==> config.mk <==
export PLATFORM = sky130hd
export DESIGN_NAME = if_fetch_stage
export DESIGN_NICKNAME = d
export VERILOG_FILES = /design/src/rtl/if_fetch_stage_pkg.sv /design/src/rtl/if_fetch_stage_rsv_queue.sv /design/src/rtl/if_fetch_stage.sv
export SDC_FILE = /design/constraint.sdc
export NUM_CORES = 1
export LEC_CHECK = 0
export ABC_AREA = 1
export CORE_MARGIN = 2
export CORE_UTILIZATION = 46
export DETAILED_ROUTE_END_ITERATION = 16
export PLACE_DENSITY = 0.73
export SYNTH_ARGS = -nofsm -noshare
export SYNTH_HDL_FRONTEND = slang
export SYNTH_SLANG_ARGS = --single-unit
==> constraint.sdc <==
create_clock -name clk -period 4.8 [get_ports clk]
set_input_delay 0.72 -clock clk [delete_from_list [all_inputs] [get_ports clk]]
set_output_delay 0.72 -clock clk [all_outputs]
set_load 0.1 [all_outputs]
==> src/rtl/if_fetch_stage_pkg.sv <==
// Shared fetch-side types for the 5-stage RISC-V pipeline.
// Holds the IF/ID bundle and reservation-queue entry layout.
package if_fetch_stage_pkg;

  typedef logic [31:0] word_t;

  localparam word_t NOP_INSTR = 32'h0000_0013;

  typedef struct packed {
    word_t instr;
    word_t pc;
  } IF_ID_t;

  typedef struct packed {
    logic  filled;
    word_t instr;
    word_t pc;
  } fetch_entry_t;

  function automatic IF_ID_t if_id_bubble();
    IF_ID_t b;
    b.instr = NOP_INSTR;
    b.pc    = '0;
    return b;
  endfunction

endpackage

==> src/rtl/if_fetch_stage_rsv_queue.sv <==
// Circular reservation queue for in-order instruction fetches.
// Entries are allocated at issue and filled oldest-first on response.
module fetch_rsv_queue
  import if_fetch_stage_pkg::*;
#(
  parameter int DEPTH = 2,
  localparam int CW = $clog2(DEPTH + 1)
) (
  input  logic         clk,
  input  logic         rst_n,
  input  logic         i_clear,
  input  logic         i_alloc,
  input  word_t        i_alloc_pc,
  input  logic         i_fill,
  input  word_t        i_fill_instr,
  input  logic         i_pop,
  output logic [CW-1:0] o_cnt,
  output fetch_entry_t o_head
);

  localparam int PW = $clog2(DEPTH);

  logic [PW-1:0] r_head;
  logic [PW-1:0] r_tail;
  logic [PW-1:0] r_fptr;
  logic [CW-1:0] r_cnt;
  fetch_entry_t  r_ent [DEPTH];

  // Pointer, occupancy and entry storage updates
  always_ff @(posedge clk or negedge rst_n) begin
    if (!rst_n) begin
      r_head <= '0;
      r_tail <= '0;
      r_fptr <= '0;
      r_cnt  <= '0;
      for (int i = 0; i < DEPTH; i++) begin
        r_ent[i] <= '0;
      end
    end else if (i_clear) begin
      r_head <= '0;
      r_tail <= '0;
      r_fptr <= '0;
      r_cnt  <= '0;
      for (int i = 0; i < DEPTH; i++) begin
        r_ent[i].filled <= 1'b0;
      end
    end else begin
      if (i_alloc) begin
        r_ent[r_tail] <= '{filled: 1'b0,
                           instr: '0,
                           pc: i_alloc_pc};
        r_tail <= r_tail + PW'(1);
      end
      if (i_fill) begin
        r_ent[r_fptr].filled <= 1'b1;
        r_ent[r_fptr].instr  <= i_fill_instr;
        r_fptr <= r_fptr + PW'(1);
      end
      if (i_pop) begin
        r_head <= r_head + PW'(1);
      end
      r_cnt <= r_cnt + CW'(i_alloc) - CW'(i_pop);
    end
  end

  assign o_cnt  = r_cnt;
  assign o_head = r_ent[r_head];

endmodule

==> src/rtl/if_fetch_stage.sv <==
// Instruction-fetch stage: owns the PC, issues in-order imem requests,
// buffers responses and drives the IF/ID register with redirect/stall.
module if_fetch_stage
  import if_fetch_stage_pkg::*;
#(
  parameter word_t RESET_PC = 32'h0000_0000,
  parameter int    DEPTH    = 2
) (
  input  logic        clk,
  input  logic        rst_n,
  output logic        imem_req,
  output logic [31:0] imem_addr,
  input  logic        imem_ready,
  input  logic        imem_rvalid,
  input  logic [31:0] imem_rdata,
  input  logic        stall,
  input  logic        redirect_valid,
  input  logic [31:0] redirect_pc,
  output IF_ID_t      if_id,
  output logic        if_id_valid
);

  localparam int CW = $clog2(DEPTH + 1);
  localparam logic [CW:0] LIM = (CW + 1)'(DEPTH);

  word_t         r_pc;
  logic [CW-1:0] r_out_cnt;
  logic [CW-1:0] r_drop_cnt;
  IF_ID_t        r_if_id;
  logic          r_valid;

  logic [CW-1:0] w_q_cnt;
  fetch_entry_t  w_head;
  logic [CW:0]   w_space;
  logic          w_req;
  logic          w_acc;
  logic          w_rv;
  logic          w_drop;
  logic          w_fill;
  logic          w_pop;
  logic          w_unused;

  assign w_space = {1'b0, w_q_cnt} + {1'b0, r_drop_cnt};
  assign w_req   = rst_n && !redirect_valid
                && ({1'b0, w_q_cnt} < LIM)
                && (w_space < LIM);
  assign w_acc   = w_req && imem_ready;
  assign w_rv    = imem_rvalid && (r_out_cnt != '0);
  assign w_drop  = w_rv && (r_drop_cnt != '0);
  assign w_fill  = w_rv && !w_drop && !redirect_valid;
  assign w_pop   = !redirect_valid && !stall
                && w_head.filled && (w_q_cnt != '0);
  assign w_unused = ^redirect_pc[1:0];

  assign imem_req    = w_req;
  assign imem_addr   = r_pc;
  assign if_id       = r_if_id;
  assign if_id_valid = r_valid;

  fetch_rsv_queue #(
    .DEPTH(DEPTH)
  ) u_q (
    .clk         (clk),
    .rst_n       (rst_n),
    .i_clear     (redirect_valid),
    .i_alloc     (w_acc),
    .i_alloc_pc  (r_pc),
    .i_fill      (w_fill),
    .i_fill_instr(imem_rdata),
    .i_pop       (w_pop),
    .o_cnt       (w_q_cnt),
    .o_head      (w_head)
  );

  // PC advances on accept; redirect loads the aligned target
  always_ff @(posedge clk or negedge rst_n) begin
    if (!rst_n) begin
      r_pc <= RESET_PC;
    end else if (redirect_valid) begin
      r_pc <= {redirect_pc[31:2], 2'b00};
    end else if (w_acc) begin
      r_pc <= r_pc + 32'd4;
    end
  end

  // Outstanding and to-be-discarded response counters
  always_ff @(posedge clk or negedge rst_n) begin
    if (!rst_n) begin
      r_out_cnt  <= '0;
      r_drop_cnt <= '0;
    end else begin
      r_out_cnt <= r_out_cnt + CW'(w_acc) - CW'(w_rv);
      if (redirect_valid) begin
        r_drop_cnt <= r_out_cnt - CW'(w_rv);
      end else if (w_drop) begin
        r_drop_cnt <= r_drop_cnt - CW'(1);
      end
    end
  end

  // IF/ID register: redirect flush, stall hold, pop or bubble
  always_ff @(posedge clk or negedge rst_n) begin
    if (!rst_n) begin
      r_if_id <= if_id_bubble();
      r_valid <= 1'b0;
    end else begin
      unique case (1'b1)
        redirect_valid: begin
          r_if_id <= if_id_bubble();
          r_valid <= 1'b0;
        end
        stall: begin
          r_if_id <= r_if_id;
          r_valid <= r_valid;
        end
        w_pop: begin
          r_if_id <= '{instr: w_head.instr,
                       pc: w_head.pc};
          r_valid <= 1'b1;
        end
        default: begin
          r_if_id <= if_id_bubble();
          r_valid <= 1'b0;
        end
      endcase
    end
  end

  a_q_cnt: assert property (@(posedge clk) disable iff (!rst_n)
    {1'b0, w_q_cnt} <= LIM);
  a_out_cnt: assert property (@(posedge clk) disable iff (!rst_n)
    {1'b0, r_out_cnt} <= LIM);
  a_rv_proto: assert property (@(posedge clk) disable iff (!rst_n)
    imem_rvalid |-> (r_out_cnt != '0));

endmodule
==> impl_results.md, run 1 <==
* Critical Path Slowest Stage Cell: nand2_4
* Placed cell count at about 1700
* Ys flop type: dfrtp_1
* Outcome: finished, final reports clean
* DR pass1 iterations at 5
* CTS tree: built
* FF-to-FF Start: u_q.o_cnt[0]$_DFF_PN0_
* Fmax at between 300 and 400 MHz
* All-Layer GR Usage at 22.71%
* Power Dens Cells at roughly 480 nW/um2
* Worst hold margin at 69.18 ps
* Total number of vias at 8837
* First-pass GRT wire length at around 44000 um
* Slowest stage delay, CP at just over 800 ps
* Post-synthesis async set-or-reset flop share at 100.0%
* DR DRC count at 0
* Max-slew violation count at 0
* Port Buffers at approximately 160
* CTS Buffer Depth at 3
* Yosys reg bits at roughly 230
* Final hold vios at 0
* Seq/Total Area, Yosys at ~54%
* Worst setup EP type: flop
* DR WL/cell at approximately 16 um
* Skew final at 6.656 ps
* IR drop worst, VDD at about 0.24 mV
* Ys Warns at 0
* Worst-margin pin slew at approximately 1100 ps
* Final worst path period need at 3269 ps
* Initial antenna violation count at 0
* Tcrit/Tclk final at 68.10%
* Mapped Cells at between 1000 and 1500
* CTS buffer count at 24
* Setup Fix Bufs, Post-CTS at 0
* Worst-Skew Late Latency at slightly above 500 ps
* Fin util at 57.55%
* Reg area at 5709 um2
* Largest net degree at the start of global routing at 94
* Crit path cell chain: nand2_1, inv_1, fa_1, nor2_1, nand4_4, nor2_4, nand2_4, o21ai_0
* Placer Congestion at 0.8977
* Worst Hold Class: input port to async pin
* Post-synth EDFFs at 0
* TNS Setup at 0 ps
* Clock sink count at roughly 230
* Commonest cells after routing, fill and taps aside: nand2_1 (355), dfrtp_1 (225), clkdlybuf4s50_1 (158), inv_1 (139), nor2_1 (114)
* Top cells by area, synth: dfrtp_1 (54%), nand2_1 (13%), inv_1 (5.0%)
* Vias in the first global route at between 8000 and 9000
* CTS H-tree lvls at 1
* Diodes inserted at 0
* Req. time, crit path at roughly 5200 ps
* Slew margin rel. at between 20% and 30%
* Total gr overflow at 0
* Post-synthesis cell type count at 32
* Max-cap violation count at 0
* Starting DRT DRC Count at between 500 and 600
* Mapped Area at approximately 10000 um2
* Die H at 155.1 um
* CP Launch Point: u_q.o_cnt[0]$_DFF_PN0_
* RSZ-0062 raised after global routing: false
* Post-DR vias/cell at 5.186
* FP Rows at between 50 and 60
* Initial core utilization at 46.64%
* Final net count at ~1500
* Clock-pin slew on the worst setup and hold paths at ~60 ps
* I/O pin total at between 150 and 200
* Root Driver: clkbuf_16
* Core area at between 20000 and 25000 um2
* Post-synth top area share at 53.64%
* CP Launch Type: flop
* Worst-path fanout max at 93
* CP Class: flop to flop
* Hold-fix buffers at CTS at 0
* Area of the multi-input gates at approximately 3900 um2
* Syn Area/Cell at 8.213 um2
* Area grow syn2layout at 23.39%
* FILL cells at approximately 2000
* Die Wd at 155.1 um
* Arrival time at the worst endpoint at 3660 ps
* Antenna-violating nets left at 0
* Most common cell after layout, fill and taps aside: nand2_1
* Ratio of cells with drive above 1 in the final layout at 4.792%
* # resized after CTS at 0
* Die ar. at ~24000 um2
* Synth area leader: dfrtp_1
* Post-DP HPWL at approximately 17000 um
* Post-Layout Cell Count at 1704
* P_leak at ~0.0063 uW
* Final WL at around 27000 um
* Setup Viol. Count Final at 0
==> power by group <==
group          total [uW]  leakage (uW)  internal, uW  switching, uW
clock network        1830      0.000378          1090            745
registers            2770       0.00301          2460            314
logic                1590       0.00296           545           1050
==> synth_stat cells (2+ instances only) <==
master,number
a21oi_1,2
buf_2,29
buf_4,10
buf_6,6
clkbuf_1,27
clkbuf_2,2
dfrtp_1,225
dfstp_2,3
ha_1,7
inv_1,140
nand2_1,358
nand3_1,98
nand4_1,2
nor2_1,114
nor2_2,3
nor2_4,3
nor3_1,2
o21ai_0,82
o21ai_1,86
o22ai_1,29
o31ai_1,30
xnor2_1,3
xor2_1,8
==> final timing paths <==
kind,slack [ps],depth (start not counted),to
hold / removal,70,1,u_q.r_ent[125]$_DFFE_PN0N_
max in group asynchronous,2750,3,imem_addr[27]$_DFFE_PN0P_
min in group clk,480,2,if_id[50]$_DFFE_PN0N_
hold reg to reg,480,2,if_id[50]$_DFFE_PN0N_
setup reg to reg,1530,8,u_q.r_ent[7]$_DFFE_PN0P_
setup / recovery,1530,8,u_q.r_ent[7]$_DFFE_PN0P_
==> worst max-delay path: cells and delay by family (launching register included) <==
| kind | cells | cell delay, ps |
|---|---|---|
| AOI/OAI and AO/OA | 1 | 440 |
| buffers and inverters | 1 | 40 |
| and+or+nand+nor | 5 | 1810 |
| DFF | 1 | 400 |
| adders and majority gates | 1 | 440 |
==> kinds of logic (layout without fill, tap and decap cells) <==
group | after synthesis | count (layout) | share of synthesized area [%]
simple gates | 583 | 583 | 22.59
compound gates | 231 | 231 | 12.13
flops | 228 | 228 | 54.39
buf+inv | 216 | 354 | 8.904
xor+xnor | 11 | 11 | 0.9179
fa+ha+maj | 8 | 8 | 1.025
other cells | 1 | 4 | 0.03573
==> final cells by class <==
class                   count  area share [%]
multi-input cells         837           29.93
clock buffers              35           5.584
inverters                 142           4.135
well taps                 285           2.753
flip-flops and latches    228           44.08
clock inverters             4          0.3961
repair buffers            173           13.12
==> flip-flops by register name, summed over array words and instances (netlist names) <==
name,cells
if_id_valid,1
u_q.o_cnt,2
imem_addr,30
r_drop_cnt,2
u_q.r_fptr,1
r_out_cnt,2
if_id,62
u_q.r_ent,126
u_q.r_tail,1
u_q.r_head,1
==> metal layers <==
metal | GRT usage [%] | share of wire, %
met5 | 0 | 0
met2 | 37.31 | 47
met4 | 4.365 | 1.2
met3 | 2.981 | 5.7
met1 | 32.70 | 46
==> metrics by stage <==
stage / power (uW) / area (um2) / setup WS [ps]
2_1_floorplan: 3942 / 10510 / 1788
3_3_place_gp: 4309 / 12180 / 1131
3_5_place_dp: 4385 / 12180 / 1090
4_1_cts: 6233 / 12950 / 1503
5_1_grt: 6588 / 12950 / 1235
6_report: 6198 / 12950 / 1531
Power figures use the tool's default switching activity.
==> run 2, diff against run 1 <==
--- a/config.mk
+++ b/config.mk
@@ -9,7 +9,7 @@
 export CORE_MARGIN = 2
 export CORE_UTILIZATION = 46
 export DETAILED_ROUTE_END_ITERATION = 16
-export PLACE_DENSITY = 0.73
+export PLACE_DENSITY = 0.76
 export SYNTH_ARGS = -nofsm -noshare
 export SYNTH_HDL_FRONTEND = slang
 export SYNTH_SLANG_ARGS = --single-unit
==> constraint.sdc (replaced) <==
create_clock -name clk -period 2.9 [get_ports clk]
set_input_delay 0.435 -clock clk [delete_from_list [all_inputs] [get_ports clk]]
set_output_delay 0.435 -clock clk [all_outputs]
set_load 0.1 [all_outputs]
==> impl_results.md, run 2 (synthesis results as in run 1) <==
* Final WL at 27310 um (was 26980 um)
* TNS Setup at 0 ps (unchanged)
* Power Dens Cells at 823.6 nW/um2 (was 478.5 nW/um2)
* Largest register FFs at 126 (unchanged)
* Skew final at 7.225 ps (was 6.656 ps)
* Slew margin rel. at 32.09% (was 27.55%)
* Largest Register: u_q.r_ent (unchanged)
* IR drop worst, VDD at 0.4411 mV (was 0.2400 mV)
* CP Launch Type: flop (unchanged)
* Post-DP HPWL at 17310 um (was 17050 um)
* Sw frac at 33.12% (was 33.96%)
* P_leak at 0.006599 uW (was 0.006348 uW)
* Die ar. at 24040 um2 (unchanged)
* Area grow syn2layout at 23.41% (was 23.39%)
* Die Wd at 155.1 um (unchanged)
* CTS tree: built (unchanged)
* RSZ-0062 raised after global routing: false (unchanged)
* Worst-path fanout max at 3 (was 93)
* Port Buffers at 161 (unchanged)
* Dpl cell area at 12050 um2 (was 12180 um2)
* All-Layer GR Usage at 22.88% (was 22.71%)
* Logic pwr share at 24.9% (was 25.7%)
* CP Class: flop to output port (was flop to flop)
* NetSw at 3534 uW (was 2105 uW)
* Outcome: complete, but fails checks (was finished, final reports clean)
* Root Driver: clkbuf_16 (unchanged)
* CTS Buffer Depth at 3 (unchanged)
* Worst-Skew Late Latency at 510 ps (about the same)
* Setup Fix Bufs, Post-CTS at 0 (unchanged)
* Max-cap violation count at 0 (unchanged)
* Worst Hold Class: input port to async pin (unchanged)
* # resized after CTS at 0 (unchanged)
* FP Rows at 55 (unchanged)
* Req. time, crit path at 2470 ps (was 5190 ps)
* Antenna-violating nets left at 0 (unchanged)
* Commonest cells after routing, fill and taps aside: nand2_1 (355), dfrtp_1 (225), inv_1 (138), nor2_1 (114), buf_4 (107) (was nand2_1 (355), dfrtp_1 (225), clkdlybuf4s50_1 (158), inv_1 (139), nor2_1 (114))
* Clock-pin slew on the worst setup and hold paths at 60 ps (about the same)
* Ratio of cells with drive above 1 in the final layout at 12.17% (was 4.792%)
* Post-DR vias/cell at 5.201 (was 5.186)
* Setup Viol. Count Final at 0 (unchanged)
* Worst hold margin at -7.501 ps (was 69.18 ps)
* Vias in the first global route at 8721 (was 8595)
* First-pass GRT wire length at 44620 um (was 44440 um)
* Max-slew violation count at 0 (unchanged)
* Final hold vios at 2 (was 0)
* Placer Congestion at 0.9288 (was 0.8977)
* Power share of the sequential group at 43.0% (was 44.7%)
* CTS buffer count at 24 (unchanged)
* DR DRC count at 0 (unchanged)
* Power Internal at 7135 uW (was 4093 uW)
* Failing checks: negative hold slack
* Fmax at around 390 MHz
* I/O pin total at 168 (unchanged)
* DR WL/cell at 15.92 um (was 15.84 um)
* Post-route cell area at 12950 um2 (about the same)
* Final net count at 1490 (was 1484)
* Most common cell after layout, fill and taps aside: nand2_1 (unchanged)
* Clock sink count at 228 (unchanged)
* Tcrit/Tclk final at approximately nine tenths
* Core area at 22500 um2 (unchanged)
* DR pass1 iterations at 5 (unchanged)
* Worst-margin pin slew at 1019 ps (was 1086 ps)
* Die H at 155.1 um (unchanged)
* Hold-fix buffers at CTS at 0 (unchanged)
* Largest net degree at the start of global routing at 169 (was 94)
* Total gr overflow at 0 (unchanged)
* CTS H-tree lvls at 1 (unchanged)
* Final worst path period need at between 2000 and 3000 ps
* Worst setup EP type: output port (was flop)
* Arrival time at the worst endpoint at 2120 ps (was 3660 ps)
* Clock network power share at 32.1% (was 29.6%)
* Initial core utilization at 46.64% (unchanged)
* Initial antenna violation count at 1 (was 0)
* Total number of vias at 8925 (was 8837)
* Starting DRT DRC Count at 642 (was 568)
run 2: cell count changes in the layout (fill, tap and decap cells not counted):
cell             previous run  this run
buf_12                      0         5
buf_4                      13       107
bufinv_16                   1         5
clkbuf_1                    4         3
clkdlybuf4s50_1           158        65
clkinv_2                    1         3
clkinvlp_4                  1         2
diode_2                     0         1
inv_1                     139       138
nand2_2                     3         4
nand2_4                     1         0
run 2: final timing paths:
path | start | endpoint | slack (ps) | cells after the start
hold reg to reg | if_id[48]$_DFFE_PN0N_ | if_id[48]$_DFFE_PN0N_ | 480 | 2
setup / recovery | u_q.o_cnt[0]$_DFF_PN0_ | imem_req | 340 | 7
setup reg to reg | u_q.o_cnt[0]$_DFF_PN0_ | u_q.r_ent[22]$_DFFE_PN0P_ | 430 | 10
hold / removal | rst_n | u_q.r_fptr$_DFFE_PN0P_ | -8 | 2
max in group asynchronous | rst_n | if_id[23]$_DFFE_PN0N_ | 2050 | 2
min in group clk | if_id[48]$_DFFE_PN0N_ | if_id[48]$_DFFE_PN0N_ | 480 | 2
run 2: metrics by stage:
stage	total power, uW	utilization (%)	instances	setup slack (ps)
floorplan	6527	-	1281	196.3
global placement	7133	53.55	1671	542.5
detailed placement	7254	53.55	1671	465.2
CTS	10730	57.55	1715	332.8
global route	11300	57.55	1715	230.6
finish	10670	57.56	1716	341.1
run 2: routing by layer:
metal  wire length [um]  global-route usage (%)  vias up
met5                  0                       0        -
met4                403                   4.894        0
met3               1778                   3.315       33
met2              12520                   36.99      283
met1              12610                   33.12     4254
li1                   -                       -     4355
run 2: cell type report:
cell class | instances | area, um2
Inverter | 142 | 539.3
Antenna cell | 1 | 2.502
Timing Repair Buffer | 179 | 1574
Fill cell | 2039 | 9549
Tap cell | 285 | 356.6
Clock buffer | 34 | 719.4
Clock inverter | 10 | 181.4
Sequential cell | 228 | 5709
Multi-Input combinational cell | 837 | 3871
run 2: power groups by stage:
stage,logic (uW),registers (uW),clock network (uW)
finish,2660,4590,3430
global route,3000,4690,3620
CTS,2670,4570,3480
detailed placement,2640,4620,0
global placement,2550,4580,0
floorplan,1520,5010,0
run 2: critical path: stages (launching register included):
cell	delay [ps]
dfrtp_1	410
nand2_1	70
inv_1	50
fa_1	430
nor2_1	200
nand4_4	150
clkinvlp_4	130
buf_12	180
